--- src/rtl/viterbi_depunct_feed_if.sv ---
// Bus between the deinterleaver side and the depuncture front end.
// Groups the control inputs, the soft-bit input stream, and the decoder pair
// outputs. The master drives enable/start/rate/in_llr/input_strobe and
// observes the pair outputs. The slave is the front end itself.
interface viterbi_depunct_feed_if #(
   parameter int unsigned SOFT_IN_W  = 8,
   parameter int unsigned SOFT_OUT_W = 3,
   parameter int unsigned CNT_W      = 16
);
   logic                  enable;
   logic                  start;
   logic [1:0]            rate;
   logic [SOFT_IN_W-1:0]  in_llr;
   logic                  input_strobe;
   logic [SOFT_OUT_W-1:0] sym0;
   logic [SOFT_OUT_W-1:0] sym1;
   logic [1:0]            erase;
   logic                  output_strobe;
   logic [CNT_W-1:0]      pair_count;
   logic                  rate_err;

   modport master (
      output enable, start, rate, in_llr, input_strobe,
      input  sym0, sym1, erase, output_strobe, pair_count, rate_err
   );

   modport slave (
      input  enable, start, rate, in_llr, input_strobe,
      output sym0, sym1, erase, output_strobe, pair_count, rate_err
   );
endinterface

--- src/rtl/viterbi_depunct_feed.sv ---
// Soft-bit front end for the Viterbi decoder core.
// The block scales and saturates signed LLRs to offset-binary symbols. It
// depunctures rates 1/2, 2/3 and 3/4 by inserting erased symbols, then emits
// the symbol pairs with erase flags and keeps a saturating count of pairs.
// Rate 5/6 is built only when VITERBI_RATE_5_6_EN is defined. Otherwise rate=3
// sets rate_err and the block runs at rate 1/2.
// Ports:
//   clock, reset : system clock and synchronous active-high reset
//   bus (slave)  : enable, start, rate, in_llr, input_strobe in;
//                  sym0, sym1, erase, output_strobe, pair_count, rate_err out
module viterbi_depunct_feed #(
   parameter int unsigned SOFT_IN_W  = 8,
   parameter int unsigned SOFT_OUT_W = 3,
   parameter int unsigned SHIFT      = 5,
   parameter int unsigned CNT_W      = 16
) (
   input logic                   clock,
   input logic                   reset,
   viterbi_depunct_feed_if.slave bus
);

   localparam logic [1:0] RATE_12 = 2'd0;
   localparam logic [1:0] RATE_23 = 2'd1;
   localparam logic [1:0] RATE_34 = 2'd2;
   localparam logic [1:0] RATE_56 = 2'd3;

   localparam logic signed [SOFT_IN_W-1:0] SAT_HI = SOFT_IN_W'(2**(SOFT_OUT_W-1) - 1);
   localparam logic signed [SOFT_IN_W-1:0] SAT_LO = SOFT_IN_W'(-(2**(SOFT_OUT_W-1)));
   localparam logic [SOFT_OUT_W-1:0] ERASE_SYM = {1'b1, {(SOFT_OUT_W-1){1'b0}}};

   // Position inside the puncture period.
   typedef enum logic [2:0] {PH0, PH1, PH2, PH3, PH4, PH5} phase_e;

   phase_e                phase_q, phase_d;
   logic [1:0]            rate_q, rate_d;
   logic                  rate_err_q, rate_err_d;
   logic [SOFT_OUT_W-1:0] held_q, held_d;
   logic [SOFT_OUT_W-1:0] sym0_q, sym0_d;
   logic [SOFT_OUT_W-1:0] sym1_q, sym1_d;
   logic [1:0]            erase_q, erase_d;
   logic                  strobe_q, strobe_d;
   logic [CNT_W-1:0]      cnt_q, cnt_d;

   logic signed [SOFT_IN_W-1:0] shifted_c;
   logic [SOFT_OUT_W-1:0]       conv_c;
   logic                        rate_ok_c;
   logic                        emit_c;

   // Scale, saturate, and convert to offset binary. Adding 2^(OW-1) flips the MSB.
   always_comb begin
      shifted_c = $signed(bus.in_llr) >>> SHIFT;
      if (shifted_c > SAT_HI) begin
         conv_c = '1;
      end else if (shifted_c < SAT_LO) begin
         conv_c = '0;
      end else begin
         conv_c = {~shifted_c[SOFT_OUT_W-1], shifted_c[SOFT_OUT_W-2:0]};
      end
   end

`ifdef VITERBI_RATE_5_6_EN
   assign rate_ok_c = 1'b1;
`else
   assign rate_ok_c = (bus.rate != RATE_56);
`endif

   // Next-state and output logic for the depuncture sequence.
   always_comb begin
      phase_d    = phase_q;
      rate_d     = rate_q;
      rate_err_d = rate_err_q;
      held_d     = held_q;
      sym0_d     = sym0_q;
      sym1_d     = sym1_q;
      erase_d    = erase_q;
      strobe_d   = 1'b0;
      cnt_d      = cnt_q;
      emit_c     = 1'b0;

      if (bus.enable) begin
         if (bus.start) begin
            // Start applies first. A same-cycle input becomes A0 of the new rate.
            rate_d     = rate_ok_c ? bus.rate : RATE_12;
            rate_err_d = !rate_ok_c;
            cnt_d      = '0;
            held_d     = '0;
            phase_d    = PH0;
            if (bus.input_strobe) begin
               held_d  = conv_c;
               phase_d = PH1;
            end
         end else if (bus.input_strobe) begin
            unique case (phase_q)
               PH0: begin
                  held_d  = conv_c;
                  phase_d = PH1;
               end
               PH1: begin
                  emit_c  = 1'b1;
                  sym0_d  = held_q;
                  sym1_d  = conv_c;
                  erase_d = 2'b00;
                  phase_d = (rate_q == RATE_12) ? PH0 : PH2;
               end
               PH2: begin
                  emit_c  = 1'b1;
                  sym0_d  = conv_c;
                  sym1_d  = ERASE_SYM;
                  erase_d = 2'b10;
                  phase_d = (rate_q == RATE_23) ? PH0 : PH3;
               end
               PH3: begin
                  emit_c  = 1'b1;
                  sym0_d  = ERASE_SYM;
                  sym1_d  = conv_c;
                  erase_d = 2'b01;
`ifdef VITERBI_RATE_5_6_EN
                  phase_d = (rate_q == RATE_56) ? PH4 : PH0;
`else
                  phase_d = PH0;
`endif
               end
`ifdef VITERBI_RATE_5_6_EN
               PH4: begin
                  emit_c  = 1'b1;
                  sym0_d  = conv_c;
                  sym1_d  = ERASE_SYM;
                  erase_d = 2'b10;
                  phase_d = PH5;
               end
               PH5: begin
                  emit_c  = 1'b1;
                  sym0_d  = ERASE_SYM;
                  sym1_d  = conv_c;
                  erase_d = 2'b01;
                  phase_d = PH0;
               end
`endif
               default: phase_d = PH0;
            endcase
         end
      end

      if (emit_c) begin
         strobe_d = 1'b1;
         cnt_d    = (&cnt_q) ? cnt_q : cnt_q + CNT_W'(1);
      end
   end

   // State and output registers.
   always_ff @(posedge clock) begin
      if (reset) begin
         phase_q    <= PH0;
         rate_q     <= RATE_12;
         rate_err_q <= 1'b0;
         held_q     <= '0;
         sym0_q     <= '0;
         sym1_q     <= '0;
         erase_q    <= 2'b00;
         strobe_q   <= 1'b0;
         cnt_q      <= '0;
      end else begin
         phase_q    <= phase_d;
         rate_q     <= rate_d;
         rate_err_q <= rate_err_d;
         held_q     <= held_d;
         sym0_q     <= sym0_d;
         sym1_q     <= sym1_d;
         erase_q    <= erase_d;
         strobe_q   <= strobe_d;
         cnt_q      <= cnt_d;
      end
   end

   assign bus.sym0          = sym0_q;
   assign bus.sym1          = sym1_q;
   assign bus.erase         = erase_q;
   assign bus.output_strobe = strobe_q;
   assign bus.pair_count    = cnt_q;
   assign bus.rate_err      = rate_err_q;

endmodule
--- src/flat_wrapper.sv ---
// flat-port wrapper written by rule: the top's interface ports become plain ports
module viterbi_depunct_feed_flat 
#(
   parameter int unsigned SOFT_IN_W  = 8,
   parameter int unsigned SOFT_OUT_W = 3,
   parameter int unsigned SHIFT      = 5,
   parameter int unsigned CNT_W      = 16
)
  (clock, reset, bus_enable, bus_start, bus_rate, bus_in_llr, bus_input_strobe, bus_sym0, bus_sym1, bus_erase, bus_output_strobe, bus_pair_count, bus_rate_err);
  viterbi_depunct_feed_if #(.SOFT_IN_W(SOFT_IN_W), .SOFT_OUT_W(SOFT_OUT_W), .CNT_W(CNT_W)) bus_i ();
  input logic clock;
  input logic reset;
  input wire logic [$bits(bus_i.enable)-1:0] bus_enable;
  input wire logic [$bits(bus_i.start)-1:0] bus_start;
  input wire logic [$bits(bus_i.rate)-1:0] bus_rate;
  input wire logic [$bits(bus_i.in_llr)-1:0] bus_in_llr;
  input wire logic [$bits(bus_i.input_strobe)-1:0] bus_input_strobe;
  output wire logic [$bits(bus_i.sym0)-1:0] bus_sym0;
  output wire logic [$bits(bus_i.sym1)-1:0] bus_sym1;
  output wire logic [$bits(bus_i.erase)-1:0] bus_erase;
  output wire logic [$bits(bus_i.output_strobe)-1:0] bus_output_strobe;
  output wire logic [$bits(bus_i.pair_count)-1:0] bus_pair_count;
  output wire logic [$bits(bus_i.rate_err)-1:0] bus_rate_err;
  assign bus_i.enable = bus_enable;
  assign bus_i.start = bus_start;
  assign bus_i.rate = bus_rate;
  assign bus_i.in_llr = bus_in_llr;
  assign bus_i.input_strobe = bus_input_strobe;
  assign bus_sym0 = bus_i.sym0;
  assign bus_sym1 = bus_i.sym1;
  assign bus_erase = bus_i.erase;
  assign bus_output_strobe = bus_i.output_strobe;
  assign bus_pair_count = bus_i.pair_count;
  assign bus_rate_err = bus_i.rate_err;
  viterbi_depunct_feed #(.SOFT_IN_W(SOFT_IN_W), .SOFT_OUT_W(SOFT_OUT_W), .SHIFT(SHIFT), .CNT_W(CNT_W)) u_core (.clock(clock), .reset(reset), .bus(bus_i));
endmodule
--- config.mk ---
export PLATFORM = sky130hd
export DESIGN_NAME = viterbi_depunct_feed_flat
export DESIGN_NICKNAME = d
export VERILOG_FILES = /design/src/rtl/viterbi_depunct_feed_if.sv /design/src/rtl/viterbi_depunct_feed.sv /design/src/flat_wrapper.sv
export SDC_FILE = /design/constraint.sdc
export NUM_CORES = 1
export LEC_CHECK = 0
export BUFFER_PORTS_ARGS = -buffer_cell sky130_fd_sc_hd__buf_4
export CORE_UTILIZATION = 30
export DETAILED_ROUTE_END_ITERATION = 8
export GPL_TIMING_DRIVEN = 1
export REMOVE_ABC_BUFFERS = 1
export SLEW_MARGIN = 20
export SYNTH_ARGS = -nofsm -noshare
export SYNTH_HDL_FRONTEND = slang
export SYNTH_SLANG_ARGS = --single-unit
--- constraint.sdc ---
create_clock -name clock -period 4.3 [get_ports clock]
set_input_delay 0.645 -clock clock [delete_from_list [all_inputs] [get_ports clock]]
set_output_delay 0.645 -clock clock [all_outputs]
set_load 0.1 [all_outputs]
---- After elaboration in Yosys (flattened, before gate mapping) ----
Index checks and enable logic that the tools add are counted.
storage, ports and cells
  bits in registers ....................... 34
  input bits .............................. 15
  output and inout port bits .............. 26
operators by class
  add/subtract/negate cells ............... 1
  magnitude comparators ................... 2
  equal/unequal tests ..................... 6
  mux-type cells .......................... 25
  bitwise operators ....................... 2
  reduce and logical (&&, ||, !) cells .... 18
operators by type and width
  kind                                                                   number
  16-bit two-way mux                                                     4
  3-bit two-way mux                                                      8
  3-bit one-hot mux with 3 select lines                                  2
  16-bit by 1-bit adder with 16-bit output, second input constant        1
  16-bit AND reduction                                                   1
  2-bit nonzero test                                                     5
  4-bit AND reduction                                                    2
  3-bit by 2-bit equality test with 1-bit output, second input constant  2
  1-bit two-way mux                                                      6
  2-bit two-way mux                                                      3
  2-bit one-hot mux with 3 select lines                                  1
  3-bit one-hot mux with 2 select lines                                  1
  3-bit AND reduction                                                    2
  2-bit inequality test, second input constant                           2
  2-bit AND reduction                                                    2
  3-bit by 1-bit equality test with 1-bit output, second input constant  1
  3-bit > comparator, second input constant                              1
  3-bit zero test                                                        1
  3-bit less-than comparator, second input constant                      1
  3-bit nonzero test                                                     1
  3-bit OR reduction                                                     1
  2-bit by 1-bit equality test with 1-bit output, second input constant  1
  2-bit zero test                                                        1
  1-bit inverter                                                         2
  2 further kinds                                                        2

---- Logic depth before layout (Yosys ltp) ----
  depth in word-level cells ............... 8
  mapped depth ............................ 8

---- Least setup slack after synthesis ----
No wires, ideal clock.
  path kind ............................... reg2reg
  start ................................... reg u_core.cnt_q[0], in the netlist u_core.bus.pair_count[0]
  end ..................................... reg u_core.cnt_q[4], in the netlist u_core.bus.pair_count[4]
  arrival time ............................ 2.394 ns
  data required time ...................... 4.209 ns
  path slack .............................. 1.815 ns
  cell stages (with the launch flop) ...... 6
  buffers on the path ..................... 0
  clock period less this slack ............ 2.485 ns
  cell sequence ........................... dfxtp_1 -> ha_1 -> nand4_1 -> nor4_2 -> o21ai_0 -> a311oi_1
on the way
  cells in the longest elaborated chain, start to end .. 3
  elaborated cells between the ends (all ways) .. 6
  classes of those cells .................. add/sub (1); eq/ne (1); mux (2); reduce/logical (2)
RTL lines
  what                                                                                     line                         text
  start: declaration                                                                       viterbi_depunct_feed.sv:42   logic [CNT_W-1:0] cnt_q, cnt_d;
  start signal: assignment                                                                 viterbi_depunct_feed.sv:171  cnt_q <= cnt_d;
  16-bit by 1-bit adder with 16-bit output / 16-bit AND reduction (equally long branches)  viterbi_depunct_feed.sv:146  cnt_d = (&cnt_q) ? cnt_q : cnt_q + CNT_W'(1);
  16-bit two-way mux / 2-bit inequality test (equally long branches)                       n/a
  16-bit two-way mux / 3-bit AND reduction (equally long branches)                         n/a
Parallel ways exist; a longest one is shown, timed or not. The select of a mux whose other input is x is not followed.
A chain may end at the register's enable or synchronous reset.

---- Worst setup path in the final report ----
  start ................................... reg u_core.cnt_q[0], in the netlist u_core.bus.pair_count[0]
  end ..................................... reg u_core.cnt_q[3], in the netlist u_core.bus.pair_count[3]
Same word-level chain as after synthesis.

==> flow_summary.yaml <==
run_status:
  outcome: "finished clean"
sta:
  tightest_slew_ns: 0.6358
  fmax_mhz: 458.4
  setup_viol: 0
  relSlewSlack_pct: 57.52
  rsz0062_at_grt: "false"
  slew_violations: 0
  finClkSkew_ns: 0.006465
  hold_viol_final: 0
  period_needed_ns: 2.182
  min_period_over_period_pct: 50.74
  setup_tns_ns: 0
floorplanning:
  start_util_pct: 31.66
  die_w_um: 76.12
  fp-row-count: 26
  die_area_um2: 5793
  dieHeight_um: 76.12
  ios: 41
  core_region_area_um2: 5205
place:
  placed_area_um2: 1948
  port_buffers: 35
  place_hpwl_mm: 3.030
  place.gp.congestion: 0.8121
drt:
  viasPerCell: 5.596
  drc: 0
  drtIter0Drc: 121
  via_count: 1662
  drtPass1Iterations: 4
  postRouteAntennaNets: 0
  routed_wl_mm: 4.341
  drt-wirelength-per-cell_um: 14.62
global_routing:
  gr-usage-all-layers_pct: 15.94
  grt_max_degree: 26
  grt_pass1_wl_mm: 7.555
  grt-ovfl-total: 0
  grt_pass1_vias: 1595
  grt_antenna_before_repair: 0
clock_network:
  ctsHoldBuffers: 0
  cts_root_buf: "clkbuf_8"
  cts_tree: "built"
  cts.sinks: 33
  clk_pin_slew_ns: 0.07
  cts-buffers-inserted: 5
  clk_path_buf_depth: 2
  clk_latency_ns: 0.28
  post-cts-setup-buffers: 0
  post_cts_resized: 0
  cts.htree.levels: 2
final_layout:
  drive_gt1_share_pct: 21.15
  nets: 242
  area_delta_synth_final_pct: 23.23
  insertedDiodeCount: 0
  design_area_um2: 2031
  fin_util_pct: 39.01
synth:
  yosys.area.top_type: "dfxtp_1"
  synth_top_area_share_pct: 40.09
  yosys_warnings: 0
  yosysSeqAreaShare_pct: 40.09
  yosysMostFrequentCell: "dfxtp_1"
  ys_seq_elements: 33
  synthTopCellsByArea: "dfxtp_1 40%, a21oi_1 4.9%, a31oi_1 4.2%"
  ys_async_sr_fraction_pct: 0
  synth_edf_count: 0
  synth.avg_cell_area_um2: 8.407
  synthesis.area_um2: 1648
  synth_common_cells: "33 x dfxtp_1, 16 x a21oi_1, 16 x nand2_1"
  yosysUniqueCellTypes: 45
  dominantRegCellSynth: "dfxtp_1"
  syn_inst: 196
hold_path:
  min_path_type: "flip-flop to flip-flop"
setup_path:
  crit_arrival_ns: 2.37
  crit_fanout: 11
  required_ns: 4.49
  path_class: "flip-flop to flip-flop"
  start_kind: "flip-flop"
  cp-end-kind: "flip-flop"
pwr:
  cellLeakagePower_uw: 0.0007114
  p_per_area_nw_per_um2: 292.8
  irDropWorstVdd_mv: 0.1114
flow_run:
  cap_viol_max_count: 0
layer usage:
| metal | routed length [µm] | GRT usage, % | up-vias |
|---|---|---|---|
| met5 | 0 | 0 | - |
| met4 | 42 | 5.962 | 0 |
| met3 | 200 | 4.671 | 4 |
| met2 | 1970 | 24.73 | 45 |
| met1 | 2127 | 20.85 | 787 |
| li1 | - | - | 826 |
path summary, 6_finish.rpt:
path	startpoint	end	slack [ns]	cells after the start
hold / removal	u_core.bus.rate_err	u_core.bus.rate_err	0.45	2
setup / recovery	u_core.bus.pair_count[0]	u_core.bus.pair_count[3]	2.12	5
setup reg to reg	u_core.bus.pair_count[0]	u_core.bus.pair_count[3]	2.12	5
hold reg to reg	u_core.bus.rate_err	u_core.bus.rate_err	0.45	2
cell usage in the layout (no fill, tap or decap), drive strengths merged, types with 2 or more instances in the layout:
cell and n:
a211oi 3, a21o 2, a21oi 16, a221oi 2, a311oi 5, a31o 2
a31oi 11, a32o 2, a41oi 3, and2 2, and3 3, and4 4
buf 36, clkbuf 6, clkinv 2, dfxtp 33, inv 8, nand2 16
nand3 12, nand4 6, nor2 9, nor3 5, nor3b 3, o2111ai 3
o211ai 4, o21ai 8, o31ai 4, or4 2
worst max-delay path: stages, from the launching register on:
cell and delay (ns):
dfxtp_1 0.40, ha_1 0.27, and4_1 0.33, nand4_1 0.43
a31o_2 0.40, a311oi_1 0.26
layout make-up:
class	instances	area, µm²
sequential	33	660.6
clock buffer	6	72.57
fill	572	3174
inverter	8	30.03
clock inverter	2	10.01
multi-input combinational	142	899.6
tap	70	87.58
timing repair buffer	36	270.3
registers in the layout, indices dropped and copies added (netlist names):
| name | cells |
|---|---|
| u_core.bus.erase | 2 |
| u_core.bus.output_strobe | 1 |
| u_core.bus.pair_count | 16 |
| u_core.bus.rate_err | 1 |
| u_core.bus.sym0 | 3 |
| u_core.bus.sym1 | 3 |
| u_core.held_q | 3 |
| u_core.phase_q | 2 |
| u_core.rate_q | 2 |
through the flow:
stage / total power (µW) / std cells / worst slack, ns / hold slack [ns]
after detailed placement: 378.1 / 289 / 2.060 / 0.4479
after global routing: 626.2 / 297 / 1.928 / 0.4716
after global placement: 377.6 / 289 / 2.089 / 0.4424
final: 594.5 / 297 / 2.118 / 0.4497
after CTS: 604.1 / 297 / 2.100 / 0.4567
after floorplan: 354.0 / 183 / 1.768 / 0.4259
cells by family after synthesis:
logic type / count (synthesis) / synth area share [%]
flops: 33 / 40.09
mux: 1 / 0.6075
compound gates: 73 / 31.44
simple gates: 67 / 21.79
buf+inv: 21 / 5.315
fa+ha+maj: 1 / 0.7592
where the power goes:
part / total (µW) / internal (µW) / switching, µW
clock network: 224 / 112 / 111
registers: 316 / 310 / 5.92
logic: 54.9 / 16.5 / 38.4
(Power assumes the default switching activity.)
